$ cat config.mk
export PLATFORM = sky130hd
export DESIGN_NAME = eth_rx_ctrl
export DESIGN_NICKNAME = d
export VERILOG_FILES = /design/src/rtl/eth_rx_ctrl.sv
export SDC_FILE = /design/constraint.sdc
export NUM_CORES = 1
export LEC_CHECK = 0
export BUFFER_PORTS_ARGS = -buffer_cell sky130_fd_sc_hd__buf_2
export CAP_MARGIN = 0
export CORE_MARGIN = 2
export CORE_UTILIZATION = 51
export CTS_BUF_LIST = sky130_fd_sc_hd__clkbuf_4
export DETAILED_ROUTE_END_ITERATION = 8
export PLACE_DENSITY = 0.82
export REMOVE_ABC_BUFFERS = 1
export SLEW_MARGIN = 20
export SYNTH_ARGS = -nofsm -noshare
export SYNTH_HDL_FRONTEND = slang
export SYNTH_SLANG_ARGS = --single-unit
$ cat constraint.sdc
create_clock -name clk -period 5 [get_ports clk]
set_input_delay 0.5 -clock clk [delete_from_list [all_inputs] [get_ports clk]]
set_output_delay 0.5 -clock clk [all_outputs]
set_load 0.01 [all_outputs]
$ cat src/rtl/eth_rx_ctrl.sv
// eth_rx_ctrl: receive-side controller between the SPI frame deserializer
// and the two-slot receive frame buffer. Writes incoming bytes into the
// free slot, filters on destination MAC, commits or discards each frame,
// and presents the oldest committed frame (slot, length) to the CPU side.
module eth_rx_ctrl #(
  parameter logic [47:0] MAC     = 48'hFAFAF6F2EEEA,
  parameter int          ADDR_W  = 11,
  parameter int          MIN_LEN = 14
) (
  input  logic              clk,
  input  logic              n_rst,
  input  logic              rx_sof,
  input  logic              rx_byte_valid,
  input  logic [7:0]        rx_byte,
  input  logic              rx_eof,
  input  logic              promisc,
  input  logic              release_req,
  output logic              buf_we,
  output logic [ADDR_W:0]   buf_waddr,
  output logic [7:0]        buf_wdata,
  output logic              rd_slot,
  output logic              recv_full,
  output logic [15:0]       recv_len,
  output logic [7:0]        drop_cnt
);

  typedef enum logic [2:0] {
    IDLE,
    HDR,
    BODY,
    DROP,
    SKIP
  } state_t;

  // Counter value that marks a completely filled slot; a byte arriving here overflows.
  localparam logic [ADDR_W:0] CAP      = {1'b1, {ADDR_W{1'b0}}};
  localparam logic [ADDR_W:0] MIN_L    = (ADDR_W + 1)'(MIN_LEN);
  localparam logic [ADDR_W:0] LAST_HDR = (ADDR_W + 1)'(5);

  state_t            state_q, state_d;
  logic              wr_slot_q, wr_slot_d;
  logic              rd_slot_q, rd_slot_d;
  logic [1:0]        full_q, full_d;
  logic [ADDR_W:0]   len0_q, len0_d;
  logic [ADDR_W:0]   len1_q, len1_d;
  logic [ADDR_W:0]   cnt_q, cnt_d;
  logic              own_q, own_d;
  logic              bcast_q, bcast_d;
  logic [7:0]        drop_cnt_q, drop_cnt_d;
  logic              buf_we_q, buf_we_d;
  logic [ADDR_W:0]   buf_waddr_q, buf_waddr_d;
  logic [7:0]        buf_wdata_q, buf_wdata_d;
  logic              do_drop;
  logic              do_commit;

  // Own-address byte expected at header position idx (wire order, MSB first).
  function automatic logic [7:0] mac_byte(input logic [2:0] idx);
    case (idx)
      3'd0:    return MAC[47:40];
      3'd1:    return MAC[39:32];
      3'd2:    return MAC[31:24];
      3'd3:    return MAC[23:16];
      3'd4:    return MAC[15:8];
      3'd5:    return MAC[7:0];
      default: return 8'h00;
    endcase
  endfunction

  // Next-state logic: frame tracking (byte before eof), commit/drop, CPU release.
  always_comb begin
    state_d     = state_q;
    wr_slot_d   = wr_slot_q;
    rd_slot_d   = rd_slot_q;
    full_d      = full_q;
    len0_d      = len0_q;
    len1_d      = len1_q;
    cnt_d       = cnt_q;
    own_d       = own_q;
    bcast_d     = bcast_q;
    drop_cnt_d  = drop_cnt_q;
    buf_we_d    = 1'b0;
    buf_waddr_d = buf_waddr_q;
    buf_wdata_d = buf_wdata_q;
    do_drop     = 1'b0;
    do_commit   = 1'b0;

    if (rx_sof) begin
      cnt_d   = '0;
      own_d   = 1'b1;
      bcast_d = 1'b1;
      state_d = full_q[wr_slot_q] ? DROP : HDR;
    end else begin
      case (state_q)
        HDR: begin
          if (rx_byte_valid) begin
            buf_we_d    = 1'b1;
            buf_waddr_d = {wr_slot_q, cnt_q[ADDR_W-1:0]};
            buf_wdata_d = rx_byte;
            own_d       = own_q & (rx_byte == mac_byte(cnt_q[2:0]));
            bcast_d     = bcast_q & (rx_byte == 8'hFF);
            cnt_d       = cnt_q + 1'b1;
            if (cnt_q == LAST_HDR) begin
              state_d = (own_d | bcast_d | promisc) ? BODY : SKIP;
            end
          end
        end
        BODY: begin
          if (rx_byte_valid) begin
            if (cnt_q == CAP) begin
              state_d = DROP;
            end else begin
              buf_we_d    = 1'b1;
              buf_waddr_d = {wr_slot_q, cnt_q[ADDR_W-1:0]};
              buf_wdata_d = rx_byte;
              cnt_d       = cnt_q + 1'b1;
            end
          end
        end
        default: ;
      endcase

      if (rx_eof) begin
        case (state_d)
          HDR: begin
            do_drop = 1'b1;
            state_d = IDLE;
          end
          BODY: begin
            if (cnt_d >= MIN_L) begin
              do_commit = 1'b1;
            end else begin
              do_drop = 1'b1;
            end
            state_d = IDLE;
          end
          DROP: begin
            do_drop = 1'b1;
            state_d = IDLE;
          end
          SKIP: state_d = IDLE;
          default: ;
        endcase
      end
    end

    if (do_commit) begin
      full_d[wr_slot_q] = 1'b1;
      if (wr_slot_q) begin
        len1_d = cnt_d;
      end else begin
        len0_d = cnt_d;
      end
      wr_slot_d = ~wr_slot_q;
    end

    if (release_req && full_q[rd_slot_q]) begin
      full_d[rd_slot_q] = 1'b0;
      rd_slot_d         = ~rd_slot_q;
    end

    if (do_drop && (drop_cnt_q != 8'hFF)) begin
      drop_cnt_d = drop_cnt_q + 8'd1;
    end
  end

  // State and datapath registers with asynchronous active-low reset.
  always_ff @(posedge clk or negedge n_rst) begin
    if (!n_rst) begin
      state_q     <= IDLE;
      wr_slot_q   <= 1'b0;
      rd_slot_q   <= 1'b0;
      full_q      <= 2'b00;
      len0_q      <= '0;
      len1_q      <= '0;
      cnt_q       <= '0;
      own_q       <= 1'b0;
      bcast_q     <= 1'b0;
      drop_cnt_q  <= 8'd0;
      buf_we_q    <= 1'b0;
      buf_waddr_q <= '0;
      buf_wdata_q <= 8'd0;
    end else begin
      state_q     <= state_d;
      wr_slot_q   <= wr_slot_d;
      rd_slot_q   <= rd_slot_d;
      full_q      <= full_d;
      len0_q      <= len0_d;
      len1_q      <= len1_d;
      cnt_q       <= cnt_d;
      own_q       <= own_d;
      bcast_q     <= bcast_d;
      drop_cnt_q  <= drop_cnt_d;
      buf_we_q    <= buf_we_d;
      buf_waddr_q <= buf_waddr_d;
      buf_wdata_q <= buf_wdata_d;
    end
  end

  assign buf_we    = buf_we_q;
  assign buf_waddr = buf_waddr_q;
  assign buf_wdata = buf_wdata_q;
  assign rd_slot   = rd_slot_q;
  assign drop_cnt  = drop_cnt_q;
  assign recv_full = full_q[rd_slot_q];
  assign recv_len  = {{(15 - ADDR_W){1'b0}}, (rd_slot_q ? len1_q : len0_q)};

endmodule

==> impl_metrics.json <==
{
  "status": "finished clean",
  "synthAdderAreaFrac_pct": 1.99,
  "cpPeakStageDelay_ps": 850,
  "drt_wl_total_microns": 7830,
  "synth.distinct_cells": 55,
  "cpMostUsedCell": "ha_1",
  "fin_skew_ps": 15.3,
  "crit_buf_inv": 0,
  "io_buffers": 57,
  "final_nets": 399,
  "final.setup.tns_ps": 0,
  "synthMuxAreaShare_pct": 19.0,
  "cts_resized": 0,
  "pre_cts_slack_ps": 1310,
  "synth_cells": 326,
  "rr_startpoint": "cnt_q[1]$_DFF_PN0_",
  "start_kind": "register",
  "setup_ws_ps": 1280,
  "synth_compound_area_share_pct": 7.23,
  "crit_family": "compound AO/OA/AOI/OAI gates",
  "die_h_microns": 90.0,
  "yosys.area.top_type": "dfrtp_1",
  "synthesis.area_sq_um": 3770,
  "gp_congestion": 0.877,
  "cts_root_buf": "clkbuf_4",
  "crit_fanout": 8,
  "setup_viol": 0,
  "synth_enable_flop_cells": 0,
  "clk_transition_reported_paths_ps": 110,
  "cts_buffers": 9,
  "post_cts_buffers": 0,
  "syn2layout_area_growth_pct": 11.2,
  "initialDrtViolationCount": 142,
  "drv_slew": 0,
  "drive_gt1_share_pct": 31.1,
  "hold_violations": 0,
  "cts_tree": "done",
  "core_sq_um": 7210,
  "endpoint_kind": "register",
  "design_area_sq_um": 4200,
  "firstDrtPassIters": 4,
  "path_class": "register to register",
  "worstMarginPinSlew_ps": 931,
  "ys_warn_count": 0,
  "clockBufferDepth": 2,
  "rsz0062_at_grt": "false",
  "worstPathRequired_ps": 5300,
  "synth-simple-area-share_pct": 14.3,
  "start_util_pct": 52.3,
  "async_reset_ff_share_pct": 100,
  "drv_cap": 0,
  "worstPathArrival_ps": 4020,
  "num_rows": 31,
  "synth_xor_area_share_pct": 4.41,
  "antenna_found_initial": 0,
  "dp_hpwl_microns": 5540,
  "r2r-end": "drop_cnt[1]$_DFFE_PN0P_",
  "grt_pass1_wl_microns": 12900,
  "power_density_nw_per_um2": 292,
  "ys_seq_area_share_pct": 49.1,
  "ant_nets": 0,
  "path_cells": "ha_1, ha_1, nor3_1, nand3_1, a2111oi_0, a41oi_1, o41ai_2, nand2_1, mux2_1",
  "reg2reg_depth": 9,
  "overflow": 0,
  "synth_seq_cells": 74,
  "grt_max_degree": 75,
  "cts_max_level": 3,
  "fmax_mhz": 269,
  "drc": 0,
  "hp-class": "input port to async pin",
  "period_share_pct": 74.4,
  "worst-r2r-setup-slack_ps": 1280,
  "clock_latency_ps": 420,
  "hold_buffers": 0,
  "gr-usage-all-layers_pct": 19.8,
  "worst_hold_slack_ps": 262,
  "synthTopCellsByArea": "dfrtp_1 49%, mux2_2 9.8%, mux2_1 4.8%",
  "wl_per_cell_microns": 16.2,
  "vdd.ir_drop.worst_v": 0.000115,
  "slew_headroom_pct": 37.9,
  "leakage_nw": 2.09,
  "synth_top_area_share_pct": 49.1,
  "postPlaceCellArea_sq_um": 4090,
  "io-pin-count": 62,
  "synth_top_family_by_area": "multiplexers",
  "vias_per_cell": 5.61,
  "vias": 2708,
  "syn-mean-instance-area_sq_um": 11.6,
  "cpMaxStageDelayCell": "o41ai_2",
  "grt_pass1_vias": 2598,
  "cts.sinks": 74,
  "fp.dieArea_sq_um": 8100,
  "period_needed_ps": 3720,
  "synth_top_flop_cell": "dfrtp_1",
  "die_w_microns": 90.0
}
power breakdown:
group	internal, mW	switching, mW	total, mW	leakage [nW]
Combinational	0.104	0.121	0.225	1.04
Sequential	0.650	0.0509	0.701	0.990
Clock	0.0953	0.205	0.300	0.0542
per-stage QoR:
step                      instances  util (%)  total power, mW
after global routing            482      58.1             1.29
after CTS                       482      58.1             1.24
after detailed placement        466      56.7            0.941
final                           483      58.2             1.23
after floorplan                 308         -            0.840
after global placement          466      56.7            0.930
sequential cells by signal (all words and copies together) (netlist names):
signal	cells
buf_we	1
state_q	3
wr_slot_q	1
rd_slot	1
full_q	2
buf_waddr	12
cnt_q	12
own_q	1
bcast_q	1
len1_q	12
len0_q	12
drop_cnt	8
buf_wdata	8
worst max path at each step:
| stage | startpoint | end | cells past startpoint |
|---|---|---|---|
| after floorplan | cnt_q[1]$_DFF_PN0_ | len1_q[0]$_DFFE_PN0P_ | 8 |
| after global placement | cnt_q[1]$_DFF_PN0_ | len1_q[11]$_DFFE_PN0P_ | 8 |
| after detailed placement | cnt_q[1]$_DFF_PN0_ | len1_q[11]$_DFFE_PN0P_ | 8 |
| after CTS | cnt_q[1]$_DFF_PN0_ | len1_q[0]$_DFFE_PN0P_ | 8 |
| after global routing | cnt_q[1]$_DFF_PN0_ | drop_cnt[1]$_DFFE_PN0P_ | 9 |
| final | cnt_q[1]$_DFF_PN0_ | drop_cnt[1]$_DFFE_PN0P_ | 9 |
cell usage in the layout, fill, tap and decap left out, types with 2 or more instances in the layout:
cell type,netlist,layout
nand4_1,5,5
ha_1,6,6
mux2_2,33,33
and4_1,3,3
buf_4,4,2
nor4_1,4,4
clkinv_2,0,2
and2_1,2,2
mux2_1,16,16
clkbuf_4,0,9
xor2_1,4,4
inv_1,8,8
a311oi_1,2,2
nor2_1,21,21
a2111oi_0,2,2
nand3_1,13,13
nor3_1,3,3
clkinv_1,0,3
buf_2,2,57
o21ai_0,5,5
conb_1,1,4
nand2b_1,7,7
a31oi_1,4,4
mux2i_1,3,3
nand2_1,15,15
clkinvlp_4,0,2
dfrtp_1,74,74
o31ai_1,3,3
and2b_1,2,2
a21oi_1,9,9
xnor2_1,15,15
or3_1,2,2
and4b_1,2,2
and3_1,11,11
mux2_4,9,9
cell usage after synthesis (all sizes together), types with 2 or more instances:
| cell | instances |
|---|---|
| nor2 | 21 |
| a32oi | 2 |
| a2111oi | 2 |
| o21ai | 6 |
| and4b | 2 |
| nand4 | 5 |
| nand3 | 13 |
| or3 | 2 |
| a311oi | 2 |
| and3 | 11 |
| a31oi | 4 |
| nor4 | 4 |
| xnor2 | 15 |
| mux2 | 58 |
| clkbuf | 10 |
| a21oi | 9 |
| inv | 8 |
| buf | 11 |
| and2 | 2 |
| and4 | 3 |
| ha | 6 |
| nand2 | 15 |
| mux2i | 3 |
| xor2 | 4 |
| or4 | 2 |
| o31ai | 3 |
| nand2b | 7 |
| and2b | 2 |
| nor3 | 3 |
| dfrtp | 74 |
metal layers:
layer	GRT usage (%)	routed length (microns)	vias up
met1	26.7	3530	1360
met5	0	0	-
li1	-	-	1270
met3	3.60	330	13
met2	31.4	3830	65
met4	8.46	138	0
kinds of logic (layout without fill, tap and decap cells):
group	Yosys count	after routing
other	1	5
buffers and inverters	29	83
and+or+nand+nor	98	98
muxes	61	61
xor gates and xnor gates	19	19
DFF	74	74
adders and majority gates	6	6
AOI/OAI and AO/OA	38	38
cell type report:
| cell class | instances | area [sq um] |
|---|---|---|
| clock inverters | 7 | 36.3 |
| clock buffers | 9 | 67.6 |
| multi-input cells | 226 | 1780 |
| well taps | 99 | 124 |
| repair buffers | 59 | 300 |
| diodes | 1 | 2.50 |
| inverters | 8 | 30.0 |
| fillers | 621 | 3020 |
| flip-flops and latches | 74 | 1850 |
worst reg2reg max path: stages (launching register included):
cell	delay, ps
dfrtp_1	470
ha_1	250
ha_1	200
nor3_1	220
nand3_1	110
a2111oi_0	540
a41oi_1	410
o41ai_2	850
nand2_1	210
mux2_1	360
(Power assumes the default switching activity.)
